$ cat src/rtl/mem_stage.sv
// mem_stage: memory-access stage of the dual-issue pipeline.
// Latches an instruction pair from execute, waits for data-SRAM read data
// when one slot is a load, extracts/extends the loaded value and hands both
// results to write-back. Also drives the memory-stage forwarding bus.
//
// Optional feature macro: MS_LOAD_BYPASS_EN
//   defined   : load_pending drops in the data_ok cycle so decode can take the
//               load result combinationally that cycle.
//   undefined : load_pending stays high until the pair leaves or the read data
//               has been captured in the local buffer.
//
// Handshake: a transfer happens on a clock edge where the producer's valid and
// the consumer's allowin are both high; valid never depends on the consumer's
// allowin, and data is held stable while valid is high and allowin is low.
module mem_stage #(
  parameter int DW        = 32,
  parameter int ES_BUS_WD = 149,
  parameter int MS_BUS_WD = 141,
  parameter int FWD_WD    = 78
) (
  input  logic                 clk,
  input  logic                 resetn,
  input  logic                 es_to_ms_valid,
  input  logic [ES_BUS_WD-1:0] es_to_ms_bus,
  output logic                 ms_allowin,
  input  logic                 ws_allowin,
  output logic                 ms_to_ws_valid,
  output logic [MS_BUS_WD-1:0] ms_to_ws_bus,
  input  logic                 data_sram_data_ok,
  input  logic [DW-1:0]        data_sram_rdata,
  output logic [FWD_WD-1:0]    ms_forward_bus
);

  // Per-slot fields carried from execute, MSB first.
  typedef struct packed {
    logic          res_from_mem;
    logic [2:0]    ld_type;
    logic          gr_we;
    logic [4:0]    dest;
    logic [DW-1:0] alu_result;
    logic [DW-1:0] pc;
  } es_inst_t;

  localparam logic [2:0] LD_LB  = 3'b001;
  localparam logic [2:0] LD_LBU = 3'b010;
  localparam logic [2:0] LD_LH  = 3'b011;
  localparam logic [2:0] LD_LHU = 3'b100;

  logic                 r_ms_valid;
  logic [ES_BUS_WD-1:0] r_es_bus;
  logic                 r_rdata_buf_valid;
  logic [DW-1:0]        r_rdata_buf;

  logic          w_i2_valid;
  es_inst_t      w_i1;
  es_inst_t      w_i2;
  logic          w_has_load;
  logic          w_ready_go;
  logic          w_allowin;
  logic          w_to_ws_valid;
  logic          w_load_pending;
  logic [2:0]    w_ld_type;
  logic [1:0]    w_ld_addr;
  logic [DW-1:0] w_ld_src;
  logic [7:0]    w_byte;
  logic [15:0]   w_half;
  logic [DW-1:0] w_ld_data;
  logic [DW-1:0] w_i1_result;
  logic [DW-1:0] w_i2_result;

  assign w_i2_valid = r_es_bus[ES_BUS_WD-1];
  assign w_i2       = r_es_bus[2*$bits(es_inst_t)-1:$bits(es_inst_t)];
  assign w_i1       = r_es_bus[$bits(es_inst_t)-1:0];

  // Only one slot can be a load; an invalid inst2 never counts as one.
  assign w_has_load    = r_ms_valid && (w_i1.res_from_mem || (w_i2_valid && w_i2.res_from_mem));
  assign w_ready_go    = !w_has_load || data_sram_data_ok || r_rdata_buf_valid;
  assign w_allowin     = !r_ms_valid || (w_ready_go && ws_allowin);
  assign w_to_ws_valid = r_ms_valid && w_ready_go;

`ifdef MS_LOAD_BYPASS_EN
  assign w_load_pending = w_has_load && !r_rdata_buf_valid && !data_sram_data_ok;
`else
  assign w_load_pending = w_has_load && !r_rdata_buf_valid;
`endif

  // Type and address come from whichever slot carries the load.
  assign w_ld_type = w_i1.res_from_mem ? w_i1.ld_type : w_i2.ld_type;
  assign w_ld_addr = w_i1.res_from_mem ? w_i1.alu_result[1:0] : w_i2.alu_result[1:0];
  assign w_ld_src  = r_rdata_buf_valid ? r_rdata_buf : data_sram_rdata;

  // Byte/halfword lane selection from the low address bits.
  always_comb begin
    w_byte = w_ld_src[7:0];
    case (w_ld_addr)
      2'd1:    w_byte = w_ld_src[15:8];
      2'd2:    w_byte = w_ld_src[23:16];
      2'd3:    w_byte = w_ld_src[31:24];
      default: w_byte = w_ld_src[7:0];
    endcase
    w_half = w_ld_addr[1] ? w_ld_src[31:16] : w_ld_src[15:0];
  end

  // Sign/zero extension; unknown load codes behave as a full word.
  always_comb begin
    w_ld_data = w_ld_src;
    case (w_ld_type)
      LD_LB:   w_ld_data = {{(DW-8){w_byte[7]}}, w_byte};
      LD_LBU:  w_ld_data = {{(DW-8){1'b0}}, w_byte};
      LD_LH:   w_ld_data = {{(DW-16){w_half[15]}}, w_half};
      LD_LHU:  w_ld_data = {{(DW-16){1'b0}}, w_half};
      default: w_ld_data = w_ld_src;
    endcase
  end

  assign w_i1_result = w_i1.res_from_mem ? w_ld_data : w_i1.alu_result;
  assign w_i2_result = (w_i2_valid && w_i2.res_from_mem) ? w_ld_data : w_i2.alu_result;

  // Stage-valid bit advances whenever the stage can take a new pair.
  always_ff @(posedge clk or negedge resetn) begin
    if (!resetn) begin
      r_ms_valid <= 1'b0;
    end else if (w_allowin) begin
      r_ms_valid <= es_to_ms_valid;
    end
  end

  // Pair bus latch: only a real transfer overwrites the held pair.
  always_ff @(posedge clk or negedge resetn) begin
    if (!resetn) begin
      r_es_bus <= '0;
    end else if (es_to_ms_valid && w_allowin) begin
      r_es_bus <= es_to_ms_bus;
    end
  end

  // Read-data buffer: holds returned data while write-back stalls the pair.
  // A data_ok with no waiting load (or buffer already full) is ignored.
  always_ff @(posedge clk or negedge resetn) begin
    if (!resetn) begin
      r_rdata_buf_valid <= 1'b0;
      r_rdata_buf       <= '0;
    end else if (w_to_ws_valid && ws_allowin) begin
      r_rdata_buf_valid <= 1'b0;
    end else if (data_sram_data_ok && w_has_load && !r_rdata_buf_valid && !ws_allowin) begin
      r_rdata_buf_valid <= 1'b1;
      r_rdata_buf       <= data_sram_rdata;
    end
  end

  assign ms_allowin     = w_allowin;
  assign ms_to_ws_valid = w_to_ws_valid;
  assign ms_to_ws_bus   = {w_i2_valid,
                           w_i2.gr_we, w_i2.dest, w_i2_result, w_i2.pc,
                           w_i1.gr_we, w_i1.dest, w_i1_result, w_i1.pc};
  assign ms_forward_bus = {r_ms_valid, w_load_pending,
                           w_i1.gr_we, w_i1.dest, w_i1_result,
                           w_i2.gr_we, w_i2.dest, w_i2_result};

endmodule

$ cat config.mk
export PLATFORM = sky130hd
export DESIGN_NAME = mem_stage
export DESIGN_NICKNAME = d
export VERILOG_FILES = /design/src/rtl/mem_stage.sv
export SDC_FILE = /design/constraint.sdc
export NUM_CORES = 1
export LEC_CHECK = 0
export BUFFER_PORTS_ARGS = -buffer_cell sky130_fd_sc_hd__buf_2
export CAP_MARGIN = 10
export CORE_AREA = 2 2 160 162
export DETAILED_ROUTE_END_ITERATION = 10
export DIE_AREA = 0 0 162 164
export PLACE_DENSITY_LB_ADDON = 0.05
export SLEW_MARGIN = 40
export SYNTH_ARGS = -nofsm -noshare
export SYNTH_HDL_FRONTEND = slang
export SYNTH_SLANG_ARGS = --single-unit
export TNS_END_PERCENT = 20
$ cat constraint.sdc
create_clock -name clk -period 3.5 [get_ports clk]
set_input_delay 0.35 -clock clk [delete_from_list [all_inputs] [get_ports clk]]
set_output_delay 0.35 -clock clk [all_outputs]
set_load 0.02 [all_outputs]
* Word-level counts from Yosys, hierarchy flattened
Cells that the tools add are included.
Operators by class: equal/unequal tests 7, mux-type cells 10, bitwise logic cells 1, reduce and logical (&&, ||, !) cells 20
Operator list (count):
- 32-bit case mux with 4 select lines | 1
- 32-bit two-way mux | 3
- 8-bit case mux with 3 select lines | 1
- 16-bit two-way mux | 1
- 1-bit logical AND | 10
- 3-bit by 2-bit equality test with 1-bit output, second input constant | 2
- 2-bit equality test, second input constant | 2
- 1-bit zero test | 4
- 1-bit logical OR | 4
- 3-bit by 1-bit equality test with 1-bit output, second input constant | 1
- 3-bit equality test, second input constant | 1
- 3-bit two-way mux | 1
- 2-bit by 1-bit equality test with 1-bit output, second input constant | 1
- 1-bit two-way mux | 2
- 2-bit two-way mux | 1
- 2-bit AND reduction | 1
- 2-bit nonzero test | 1
- 1-bit NOT | 1
Word-level totals: register bits 183, input bits 186, output and inout bits 221, logic and storage cells 42

* Longest topological paths before layout
word-level depth 10, depth in mapped cells 8, mapped depth without buffers 5

* Worst setup path before layout
OpenSTA, ideal clock, no wires.
path type register to output, start register r_es_bus[73], end output ms_to_ws_bus[123], arrival time 2.479 ns, setup slack 0.671 ns, stages on the path, launching flop included 7, buffers on the path 3, cell sequence dfrtp_1 buf_6 buf_4 inv_1 mux2_2 o311ai_0 buf_4
On the way: word-level cells in the longest chain between the ends 5, elaborated cells on any way between the ends 13, those cells by class 7 x eq/ne; 6 x mux
Ends and longest elaborated chain:
- start, declared | line 50 | logic [ES_BUS_WD-1:0] r_es_bus;
- start signal, assigned | line 133 | r_es_bus <= es_to_ms_bus;
- 2-bit two-way mux | line 89 | assign w_ld_addr = w_i1.res_from_mem ? w_i1.alu_result[1:0] : w_i2.alu_result[1:0];
- 2-bit equality test or 2-bit by 1-bit equality test with 1-bit output (tied branches) | line 95 | case (w_ld_addr)
- 8-bit case mux with 3 select lines | line 95
- 32-bit case mux with 4 select lines * | line 107 | case (w_ld_type)
- 32-bit two-way mux * | line 117 | assign w_i2_result = (w_i2_valid && w_i2.res_from_mem) ? w_ld_data : w_i2.alu_result;
- end, declared | line 28 | output logic [MS_BUS_WD-1:0] ms_to_ws_bus,
Mark *: on every way between the ends. The rest lies on a longest branch, timed or not.

* Worst setup path after layout
start register r_es_bus[73], end output ms_to_ws_bus[45]
On the way: word-level cells in the longest chain between the ends 5, elaborated cells on any way between the ends 13, those cells by class 7 x eq/ne; 6 x mux
Ends and longest elaborated chain:
- 2-bit two-way mux | line 89
- 2-bit equality test or 2-bit by 1-bit equality test with 1-bit output (tied branches) | line 95
- 8-bit case mux with 3 select lines | line 95
- 32-bit case mux with 4 select lines | line 107
- 32-bit two-way mux * | line 116 | assign w_i1_result = w_i1.res_from_mem ? w_ld_data : w_i1.alu_result;
Marks and branches as above.

==> reports/qor.csv <==
metric;value;unit
run_status;finished, violations left;
failed_checks;negative hold slack;
arrival;2920;ps
period_minus_slack;3272;ps
drt_iter0_markers;551;
timing.rr.end;r_es_bus[56];
place_congestion;0.8752;
netlist.area_leader.share;0.4455;
relSlewSlack;0.5114;
cts-buffers-inserted;17;
cpMostUsedCell;buf_4;
synth_edf_count;0;
ios;407;
grt.overflow.total;0;
syn_avg_cell_area;11.66;µm²
finalWirelength;30010;µm
insertion_delay;440;ps
pwr-share-seq;0.306;
drc_errors;0;
min_period_over_period;0.9349;
critical-path-max-stage-delay;620;ps
crit_chain;mux2i_2 -> buf_4 -> a211oi_4 -> buf_4 -> a221oi_2 -> a21oi_1 -> buf_2;
setup-violations-final;0;
slew_viol_final;0;
ff2ff_setup_slack;1010;ps
crit_path_end_kind;output pin;
rows;58;
drtAntennaViolNets;0;
clockRootBuffer;clkbuf_16;
antenna_found_initial;7;
critPathRequiredTime;3150;ps
finalHoldViolations;23;
die-height;164;µm
fin_hold_ws;-39.66;ps
postLayoutCellArea;0.01201;mm²
powerDensity;856.3;mW/mm²
tns;0;ps
worst-setup-path-type;flop to output pin;
synthFlopType;dfrtp_1;
cts.path.max_buffers;2;
rr_worst_depth;6;
grt_max_degree;93;
clock-skew-final;12.14;ps
netSwitchingPower;4.625;mW
pwr-share-clk;0.182;
synth_top_cells_by_area;dfrtp_1 45%, mux2_2 23%, buf_4 12%;
cell_internal_pwr;5.663;mW
crit_slowest_cell;dfrtp_4;
grt_pass1_vias;7273;
place_area;0.01145;mm²
startpoint_type;flop;
dr.pass1.iters;4;
min-delay-path-class;input port to async pin;
fillers;2425;
dp_cells;1435;
grt_pass1_wl;43860;µm
tritoncts;yes;
cp_top_family;compound AO/OA/AOI/OAI gates;
dp_hpwl;22570;µm
ys_types;55;
total_leakage_power;5.709;nW
synthArstFlopShare;1.000;
die-area;0.02657;mm²
rsz0062_at_grt;false;
core_area;0.02482;mm²
grt_use_total;0.2219;
clk_pin_slew;80;ps
fin_cells;1469;
via_per_inst;5.034;
cts_setup_buffers;0;
fmax;305.6;MHz
pwr-share-comb;0.511;
dr_total_vias;7395;
max_cap_viol_count;0;
cp_num_buf_inv;3;
synth_nets;1068;
htreeDepth;4;
ys_warn_count;0;
worstPathMaxFanout;22;
ir_drop;0.0004274;V
die_w;162;µm
portBuffers;406;
synth-seq-cells;183;
syn2layout_area_growth;16.87;%
drive_gt1_frac;0.6065;
fin_nets;1310;
start_util;0.4142;
routedWlPerCell;20.43;µm
netlist_instances;882;
worst_pin_slew;733.0;ps
yosysSeqAreaShare;0.4455;
swShare;0.4496;
crit-reg2reg-launch;r_rdata_buf_valid;
netlist_area;0.01028;mm²
clock-sinks;183;
yosysTopAreaCell;dfrtp_1;
cell usage after synthesis (2+ instances only):
master    number
a211o_1        5
a211oi_1       3
a21oi_1       24
a21oi_2        2
a221oi_2       6
a22oi_1       14
a31oi_1        3
and2_1         3
buf_1          2
buf_2         16
buf_4        158
buf_6         14
clkbuf_1      14
dfrtp_1      183
inv_1          5
mux2_2       209
mux2i_1       28
mux2i_2        2
nand2_1       40
nand2b_1      12
nand3_1       45
nor2_1        34
nor2b_1        2
nor3_1         4
o21ai_1        8
o22ai_1       13
o311ai_0       3
xnor2_1        3
worst max-delay path by stage:
| stage | cells after the start | end | startpoint |
|---|---|---|---|
| 5_1_grt | 7 | ms_forward_bus[6] | r_es_bus[73] |
| 3_5_place_dp | 7 | ms_to_ws_bus[39] | r_es_bus[73] |
| 3_3_place_gp | 7 | ms_forward_bus[45] | r_es_bus[73] |
| 6_report | 7 | ms_to_ws_bus[45] | r_es_bus[73] |
| 4_1_cts | 7 | ms_to_ws_bus[39] | r_es_bus[73] |
| 2_1_floorplan | 6 | ms_to_ws_bus[123] | r_es_bus[73] |
metrics by stage:
stage,setup WS [ps],utilization,total power [mW]
after floorplan,671.2,-,7.515
after global placement,567.3,0.4613,8.471
after detailed placement,611.8,0.4613,8.495
after CTS,140.4,0.4837,10.39
after global routing,64.75,0.4841,10.89
final,227.9,0.4841,10.29
cell usage in the layout, fill, tap and decap left out, drive strengths merged, types with 7 or more instances in the layout:
master  count
o22ai      13
a22oi      14
nand2b     12
o21ai       9
clkbuf     18
nor2       35
inv        13
dfrtp     183
nand3      45
a21oi      27
nand2      40
mux2      210
buf       426
mux2i      31
a221oi      7
routing by layer:
| metal | track usage | wire length (µm) |
|---|---|---|
| met5 | 0 | 48 |
| met4 | 0.06597 | 479 |
| met3 | 0.06010 | 2153 |
| met2 | 0.3644 | 14630 |
| met1 | 0.2882 | 12700 |
sequential cells by signal (all words and copies together) (netlist names):
name,cells
r_es_bus,149
r_rdata_buf,32
r_ms_valid,1
r_rdata_buf_valid,1
cell families (layout without fill, tap and decap cells):
group	count (synthesis)	count (layout)	synth area share
AOI/OAI and AO/OA	93	93	0.06682
buffers and inverters	209	463	0.1462
xor gates and xnor gates	4	4	0.003409
and+or+nand+nor	151	151	0.07339
other	0	3	0
muxes	242	242	0.2647
DFF	183	183	0.4455
area by class of cell:
type | count | area, µm² | area share
Clock buffer | 17 | 425.4 | 0.03541
Clock inverter | 14 | 130.1 | 0.01083
Sequential cell | 183 | 4583 | 0.3815
Inverter | 5 | 18.77 | 0.001562
Timing Repair Buffer | 427 | 2236 | 0.1861
Antenna cell | 3 | 7.507 | 0.0006249
Tap cell | 330 | 412.9 | 0.03437
Multi-Input combinational cell | 490 | 4200 | 0.3496
power groups by stage:
stage	clock, mW	sequential [mW]	combinational [mW]
floorplan	0	3.04	4.47
CTS	1.92	3.15	5.32
global route	2.02	3.24	5.63
detailed placement	0	3.18	5.31
finish	1.87	3.15	5.26
global placement	0	3.17	5.30
worst register-to-register path: cells and delay by family (launching register included):
family / cells / cell delay [ps]
and+or+nand+nor: 2 / 390
AOI/OAI and AO/OA: 1 / 100
muxes: 1 / 480
buffers and inverters: 2 / 740
DFF: 1 / 670
timing repair:
item                       CTS  global route
setup endpoints to repair    0             4
gates resized for setup      0             1
hold buffers                 0             0
No activity file was read; power rests on OpenSTA's default activity.
